--- src/rtl/pmod_cls_line_sequencer.sv ---
// PmodCLS line sequencer: after the power-on boot delay, each update request
// sends clear, cursor row 0, line 1, cursor row 1 and line 2 to the SPI-solo
// driver. A fixed idle gap follows each transaction.
module pmod_cls_line_sequencer #(
    parameter int PARAM_BOOT_CYCLES = 2000000,
    parameter int PARAM_GAP_CYCLES  = 2000
) (
    input  logic         i_clk_20mhz,
    input  logic         i_rst_20mhz,
    input  logic         i_update_req,
    input  logic [127:0] i_line1,
    input  logic [127:0] i_line2,
    output logic         o_ready,
    output logic         o_seq_done,
    output logic [7:0]   o_tx_data,
    output logic         o_tx_enqueue,
    input  logic         i_tx_ready,
    output logic         o_go_stand,
    output logic [5:0]   o_tx_len,
    input  logic         i_spi_idle
);

    localparam int CNT_MAX = (PARAM_BOOT_CYCLES > PARAM_GAP_CYCLES) ? PARAM_BOOT_CYCLES : PARAM_GAP_CYCLES;
    localparam int CNT_W   = $clog2(CNT_MAX + 1);

    typedef enum logic [2:0] {
        ST_BOOT,
        ST_IDLE,
        ST_LOAD,
        ST_START,
        ST_WAIT_BUSY,
        ST_WAIT_IDLE,
        ST_GAP
    } state_t;

    state_t             state;
    state_t             state_next;
    logic [CNT_W-1:0]   cnt;
    logic [2:0]         step;
    logic [4:0]         byte_idx;
    logic               pending;
    logic               pending_next;
    logic               ready_q;
    logic [127:0]       shadow_line1;
    logic [127:0]       shadow_line2;
    logic [127:0]       work_line1;
    logic [127:0]       work_line2;
    logic [7:0]         cur_byte;
    logic [4:0]         step_len;
    logic [3:0]         char_sel;
    logic               cnt_done;
    logic               last_byte;
    logic               accept;

    assign char_sel  = 4'd15 - byte_idx[3:0];
    assign last_byte = (byte_idx == (step_len - 5'd1));
    assign accept    = (state == ST_LOAD) && i_tx_ready;
    assign cnt_done  = (state == ST_BOOT) ? (cnt == CNT_W'(PARAM_BOOT_CYCLES - 1))
                                          : (cnt == CNT_W'(PARAM_GAP_CYCLES - 1));
    // A new request always wins over the IDLE consume, so a request landing on
    // the launch cycle stays queued for the next sequence.
    assign pending_next = i_update_req ? 1'b1 : ((state == ST_IDLE) ? 1'b0 : pending);
    assign o_ready = ready_q;

    // Cursor-positioning escape sequence "ESC [ row ; 0 H".
    function automatic logic [7:0] cursor_byte(input logic [4:0] idx, input logic [7:0] row);
        case (idx)
            5'd0:    cursor_byte = 8'h1b;
            5'd1:    cursor_byte = 8'h5b;
            5'd2:    cursor_byte = row;
            5'd3:    cursor_byte = 8'h3b;
            5'd4:    cursor_byte = 8'h30;
            default: cursor_byte = 8'h48;
        endcase
    endfunction

    // Select the current step's length and the byte at the current index.
    always_comb begin
        cur_byte = 8'h00;
        step_len = 5'd0;
        case (step)
            3'd0: begin
                step_len = 5'd3;
                case (byte_idx)
                    5'd0:    cur_byte = 8'h1b;
                    5'd1:    cur_byte = 8'h5b;
                    default: cur_byte = 8'h6a;
                endcase
            end
            3'd1: begin
                step_len = 5'd6;
                cur_byte = cursor_byte(byte_idx, 8'h30);
            end
            3'd2: begin
                step_len = 5'd16;
                cur_byte = work_line1[{char_sel, 3'b000} +: 8];
            end
            3'd3: begin
                step_len = 5'd6;
                cur_byte = cursor_byte(byte_idx, 8'h31);
            end
            3'd4: begin
                step_len = 5'd16;
                cur_byte = work_line2[{char_sel, 3'b000} +: 8];
            end
            default: begin
                step_len = 5'd1;
                cur_byte = 8'h00;
            end
        endcase
    end

    // State register; reset aborts whatever step is in flight.
    always_ff @(posedge i_clk_20mhz or posedge i_rst_20mhz) begin
        if (i_rst_20mhz) begin
            state <= ST_BOOT;
        end else begin
            state <= state_next;
        end
    end

    // Next-state decode and the handshake outputs driven by each state.
    always_comb begin
        state_next   = state;
        o_tx_enqueue = 1'b0;
        o_tx_data    = 8'h00;
        o_go_stand   = 1'b0;
        o_tx_len     = 6'd0;
        o_seq_done   = 1'b0;
        case (state)
            ST_BOOT: begin
                if (cnt_done) state_next = ST_IDLE;
            end
            ST_IDLE: begin
                if (pending) state_next = ST_LOAD;
            end
            ST_LOAD: begin
                o_tx_enqueue = 1'b1;
                o_tx_data    = cur_byte;
                if (i_tx_ready && last_byte) state_next = ST_START;
            end
            ST_START: begin
                o_go_stand = 1'b1;
                o_tx_len   = {1'b0, step_len};
                state_next = ST_WAIT_BUSY;
            end
            ST_WAIT_BUSY: begin
                if (!i_spi_idle) state_next = ST_WAIT_IDLE;
            end
            ST_WAIT_IDLE: begin
                if (i_spi_idle) state_next = ST_GAP;
            end
            ST_GAP: begin
                if (cnt_done) begin
                    if (step < 3'd4) begin
                        state_next = ST_LOAD;
                    end else begin
                        o_seq_done = 1'b1;
                        state_next = ST_IDLE;
                    end
                end
            end
            default: state_next = ST_BOOT;
        endcase
    end

    // Boot/gap counter runs only in BOOT and GAP and restarts on every state change.
    always_ff @(posedge i_clk_20mhz or posedge i_rst_20mhz) begin
        if (i_rst_20mhz) begin
            cnt <= '0;
        end else if (state_next != state) begin
            cnt <= '0;
        end else if ((state == ST_BOOT) || (state == ST_GAP)) begin
            cnt <= cnt + CNT_W'(1);
        end
    end

    // Step and byte-index bookkeeping; the index only moves on an accepted byte.
    always_ff @(posedge i_clk_20mhz or posedge i_rst_20mhz) begin
        if (i_rst_20mhz) begin
            step     <= 3'd0;
            byte_idx <= 5'd0;
        end else begin
            if ((state == ST_IDLE) && pending) begin
                step <= 3'd0;
            end else if ((state == ST_GAP) && cnt_done && (step < 3'd4)) begin
                step <= step + 3'd1;
            end
            if (accept) begin
                byte_idx <= last_byte ? 5'd0 : (byte_idx + 5'd1);
            end
        end
    end

    // Request capture into the shadow, working copy at launch, registered ready.
    always_ff @(posedge i_clk_20mhz or posedge i_rst_20mhz) begin
        if (i_rst_20mhz) begin
            pending      <= 1'b0;
            ready_q      <= 1'b0;
            shadow_line1 <= '0;
            shadow_line2 <= '0;
            work_line1   <= '0;
            work_line2   <= '0;
        end else begin
            pending <= pending_next;
            ready_q <= (state_next == ST_IDLE) && !pending_next;
            if (i_update_req) begin
                shadow_line1 <= i_line1;
                shadow_line2 <= i_line2;
            end
            if ((state == ST_IDLE) && pending) begin
                work_line1 <= shadow_line1;
                work_line2 <= shadow_line2;
            end
        end
    end

endmodule

--- config.mk ---
export PLATFORM = sky130hd
export DESIGN_NAME = pmod_cls_line_sequencer
export DESIGN_NICKNAME = d
export VERILOG_FILES = /design/src/rtl/pmod_cls_line_sequencer.sv
export SDC_FILE = /design/constraint.sdc
export NUM_CORES = 1
export LEC_CHECK = 0
export BUFFER_PORTS_ARGS = -buffer_cell sky130_fd_sc_hd__buf_2
export CELL_PAD_IN_SITES_DETAIL_PLACEMENT = 2
export CELL_PAD_IN_SITES_GLOBAL_PLACEMENT = 2
export CORE_ASPECT_RATIO = 0.6
export CORE_UTILIZATION = 41
export DETAILED_ROUTE_END_ITERATION = 6
export PLACE_DENSITY_LB_ADDON = 0.1
export SYNTH_ARGS = -nofsm -noshare
export SYNTH_HDL_FRONTEND = slang
export SYNTH_SLANG_ARGS = --single-unit
--- constraint.sdc ---
create_clock -name i_clk_20mhz -period 22.4 [get_ports i_clk_20mhz]
set_input_delay 4.48 -clock i_clk_20mhz [delete_from_list [all_inputs] [get_ports i_clk_20mhz]]
set_output_delay 4.48 -clock i_clk_20mhz [all_outputs]
set_load 0.005 [all_outputs]
* After elaboration in Yosys (flattened, before gate mapping)
Index checks and enable logic that the tools add are counted.
Word-level totals: flip-flop bits (word level) 546, bits in latches 0, bits in writable memories 0, ROM bits 0, input port bits 261, output and inout port bits 18, logic and storage cells 81, memories kept 0
Operators by class: add/sub/neg operators 5, multipliers 0, div/mod/pow operators 0, order comparisons 1, eq/ne operators 19, shifts and indexed selects 2, mux-type cells 28, bitwise operators 0, reductions and logical operators 16
Operators by type and width (number):
- $shiftx 128x8->8 | 2
- $mux 21 | 2
- $pmux 8 s5 | 1
- $pmux 7 s5 | 1
- $pmux 7 s4 | 1
- $mux 3 | 8
- $add 21x1->21 const B | 1
- $eq 21x11->1 const B | 1
- $eq 21x21->1 const B | 1
- $pmux 3 s7 | 1
- $pmux 5 s3 | 1
- $pmux 7 s2 | 1
- $eq 3x2->1 const B | 4
- $eq 3x3->1 const B | 4
- $eq 5x2->1 const B | 2
- $mux 5 | 2
- $eq 3x1->1 const B | 3
- $mux 1 | 8
- $mux 8 | 1
- $logic_and 1x1->1 | 6
- $logic_not 3->1 | 2
- $reduce_or 2->1 | 3
- $add 5x1->5 const B | 1
- $eq 5x1->1 const B | 1
- 12 further kinds | 13

* Longest topological paths before layout
depth in word-level cells 10, depth in mapped cells 14, gate-level depth less buffers 11

* Worst setup path before layout
No wires, ideal clock.
path type reg-to-output, from register byte_idx[1], to output o_tx_data[6], data arrival time 2.131 ns, required time 17.920 ns, path slack 15.789 ns, stages on the path, launching flop included 11, buffers on the path 2, cell sequence dfrtp_1 -> clkinv_1 -> buf_2 -> buf_2 -> ha_1 -> nand2_1 -> a211o_1 -> inv_1 -> a22oi_1 -> o211ai_1 -> o21ai_0
Between the ends: cells in the longest elaborated chain, start to end 5, elaborated cells on any way between the ends 14, classes of those cells add/sub: 1; eq/ne: 4; shift: 2; mux: 5; reduce/logical: 2
RTL lines:
- start: declaration | line 40 | logic [4:0] byte_idx;
- start signal: assignment | line 190 | byte_idx <= last_byte ? 5'd0 : (byte_idx + 5'd1);
- branches (longest 3 deep; another with $sub 4x4->4)
- $pmux 8 s5 (*) | line 81 | case (step)
- $mux 8 (*) | line 130 | case (state)
- end: declaration | line 15 | output logic [7:0] o_tx_data,
Mark *: on every way between the ends.

* Final worst setup path
from register step[0], to output o_tx_data[0]
Between the ends: cells in the longest elaborated chain, start to end 3, elaborated cells on any way between the ends 7, classes of those cells eq/ne: 4; mux: 2; reduce/logical: 1
RTL lines:
- start: declaration | line 39 | logic [2:0] step;
- start signal: assignment | line 187 | step <= step + 3'd1;
- $eq 3x3->1, or another cell as far along | line 81
- $pmux 8 s5 (*) | line 81
- $mux 8 (*) | line 130
Every way passes the cells marked *; elsewhere a longest branch is shown, timed or not.

==> impl_results.md <==
- Via Count: around 14k
- Crit Path Category: reg -> out
- Hold path depth: 1
- Endpoints failing setup: 0
- Root Buffer: clkbuf_16
- Primary FF master, synth: dfrtp_1
- Measured slew at the worst slew-check pin: roughly 1.5 ns
- Max-Cap Viols: 1
- Area contributors post-synth: dfrtp_1 58%, mux2_2 25%, mux4_2 4.5%, nand2_1 1.4%, buf_2 0.83%
- Grt total ovfl: 0
- CTS resizes: 0
- Min cycle time layout: 8.678 ns
- Max_slew headroom: 0.01718
- Final Net Count: 2,120
- Failing checks: max-capacitance violations
- Hold worst-path end: shadow_line2[4]$_DFFE_PP0P_
- Post-layout util: 0.4847
- Worst Hold Slack: just over 0.5 ns
- Reg2reg setup slack: ~18 ns
- Core outline area: between 50,000 and 60,000 µm²
- Initial antenna violation count: 1
- Critical path arrival: 4.20 ns
- H-tree depth: 2
- Maximum VDD drop: ~0.000066 V
- EDFF count, synth: 0
- First-pass GRT wire length: ~100 mm
- Port buffer count: 276
- Final antenna-violating net count: 0
- Routability cong.: approximately 0.8
- Yosys cell types: 67
- Worst min path class: reg -> reg
- Setup WS pre-CTS: 14.29 ns
- Netlist area before placement: 23,390 µm²
- DRT Pass-1 Iters: 5
- Worst-Skew Late Latency: 0.59 ns
- Max Slew Vio Count: 0
- Synth top area share: 0.5841
- Design Area, Final: approximately 27,000 µm²
- Synth warnings: 0
- Syn avg cell area: 14.64 µm²
- Die span in x: 310.4 µm
- Worst setup SP type: flop
- Setup tns final: 0 ns
- Post-DP Area: 25,430 µm²
- Final wirelength: between 60 and 70 mm
- Post-placement cell count: 2,553
- Layout cells sized above 1: 0.5140
- CTS tree: done
- Top-count cell post-synth: dfrtp_1
- Top Ports: approximately 280
- Pin count of the biggest net entering global routing: 127
- Register area share after synthesis: 0.5841
- Setup bufs post-CTS: 0
- Pwr Density: approximately 120 nW/µm²
- Total design power: 3.248 mW
- Reg2reg start: state[0]$_DFF_PP0_
- Die span in y: 187.0 µm
- Final Non-Filler Cells: approximately 2.6k
- Clk buf depth: 3
- R2R cell count: 6
- Hold path start: shadow_line2[4]$_DFFE_PP0P_
- Static leakage: 11.89 nW
- Area delta synth->final: 16.20%
- DIE AREA: approximately 58,000 µm²
- DRC: 0
- Synth top cells by count: 546 x dfrtp_1, 515 x mux2_2, 85 x nand2_1
- DPL Wire Length: 46.39 mm
- Total GRT Usage: 0.2355
- Status: complete, but fails checks
- Setup ws final: around 14 ns
- Per-cell routed wire length: 25.23 µm
- WP data required: 17.92 ns
- Mapped Cells: 1,598
- CTS Buf Count: 52
- Crit. End Element: output pin
- Clock transition at the registers of the reported paths: 0.06 ns
- DR iter-0 viols: around 940
- Clock Skews: 0.01592 ns
- Vias in the first global route: 16.15k
- FFs w/ async S/R, synth: 1.000
- Fin. Hold Viols: 0
- Initial Util: 0.4171
- Final period utilization: 0.3874
- Unrepaired setup endpoints after global routing: false
- Clock Sinks: 546
- Hold buffers post-CTS: 0
- FILL cells: 5,294
- Seq cells post-synth: 546
- # diodes: 0
- Area leader, netlist: dfrtp_1
- Vias per cell: 5.418
- Worst flop-to-flop path endpoint: work_line1[104]$_DFFE_PP0P_
- Peak Freq: around 120 MHz
- Site Rows: 67
- Max FO, Critical Path: 63
[cell type report]
cell class                      instances  area [µm²]  share of cell area
Inverter                               15       63.81            0.002347
Clock inverter                         22       281.5             0.01036
Sequential cell                       546       13660              0.5026
Timing Repair Buffer                  291        1504             0.05533
Tap cell                              759       949.7             0.03494
Clock buffer                           73        1470             0.05408
Multi-Input combinational cell        942        9251              0.3403
[worst max path at each step]
| stage | from | end | slack, ns |
|---|---|---|---|
| after floorplan | i_rst_20mhz | byte_idx[0]$_DFFE_PP0P_ | 2.66 |
| after global placement | i_rst_20mhz | shadow_line1[2]$_DFFE_PP0P_ | 14.39 |
| after detailed placement | i_rst_20mhz | shadow_line2[2]$_DFFE_PP0P_ | 14.29 |
| after CTS | step[0]$_DFFE_PP0P_ | o_tx_data[0] | 13.69 |
| after global routing | step[0]$_DFFE_PP0P_ | o_tx_data[0] | 13.51 |
| final | step[0]$_DFFE_PP0P_ | o_tx_data[0] | 13.72 |
[cells by family (layout without fill, tap and decap cells)]
| group | Yosys count | count (layout) | share of synthesized area |
|---|---|---|---|
| flip-flops | 546 | 546 | 0.5841 |
| XOR/XNOR | 26 | 26 | 0.009734 |
| multiplexers | 581 | 581 | 0.3014 |
| AND/OR/NAND/NOR | 228 | 228 | 0.04899 |
| buffers and inverters | 111 | 401 | 0.02123 |
| other | 1 | 2 | 0.0001603 |
| AO/OA/AOI/OAI | 94 | 94 | 0.02851 |
| adder cells (fa/ha/maj) | 11 | 11 | 0.005883 |
[report_power, final]
group          total, mW  internal [mW]  switching [mW]  leakage (nW)
registers           1.49           1.28           0.215          6.52
logic              0.840          0.450           0.391          4.50
clock network      0.918          0.528           0.391         0.868
total               3.25           2.25           0.996          11.9
[sequential cells by signal (all words and copies together) (netlist names)]
signal / cells
shadow_line2: 128
work_line1: 128
step: 3
shadow_line1: 128
byte_idx: 5
o_ready: 1
state: 3
cnt: 21
pending: 1
work_line2: 128
[critical path, stage by stage, from the launching register on]
cell	delay, ns
dfrtp_1	0.38
inv_1	0.10
ha_1	0.38
nand2_4	0.23
buf_4	0.74
mux4_2	0.42
a21oi_1	0.17
nand2_1	0.08
a221oi_1	0.52
o21ai_0	0.30
buf_2	0.19
[cells in the final DEF (no fill, tap or decap), drive strengths merged, types with 17 or more instances in the layout]
master	synthesis	routed
nor2	46	46
nand2	86	86
nand3	21	21
mux2i	19	19
clkbuf	49	73
a21oi	19	19
mux4	47	47
dfrtp	546	546
mux2	515	515
buf	47	291
inv	14	17
[layer usage]
| metal | part of all wire | vias up | wire [µm] | GRT usage |
|---|---|---|---|---|
| li1 | - | 6266 | - | - |
| met1 | 0.48 | 7746 | 32140 | 0.3511 |
| met5 | 0 | - | 0 | 0 |
| met4 | 0.016 | 0 | 1074 | 0.04623 |
| met2 | 0.46 | 261 | 31010 | 0.3696 |
| met3 | 0.039 | 75 | 2572 | 0.03025 |
(Power assumes the default switching activity.)
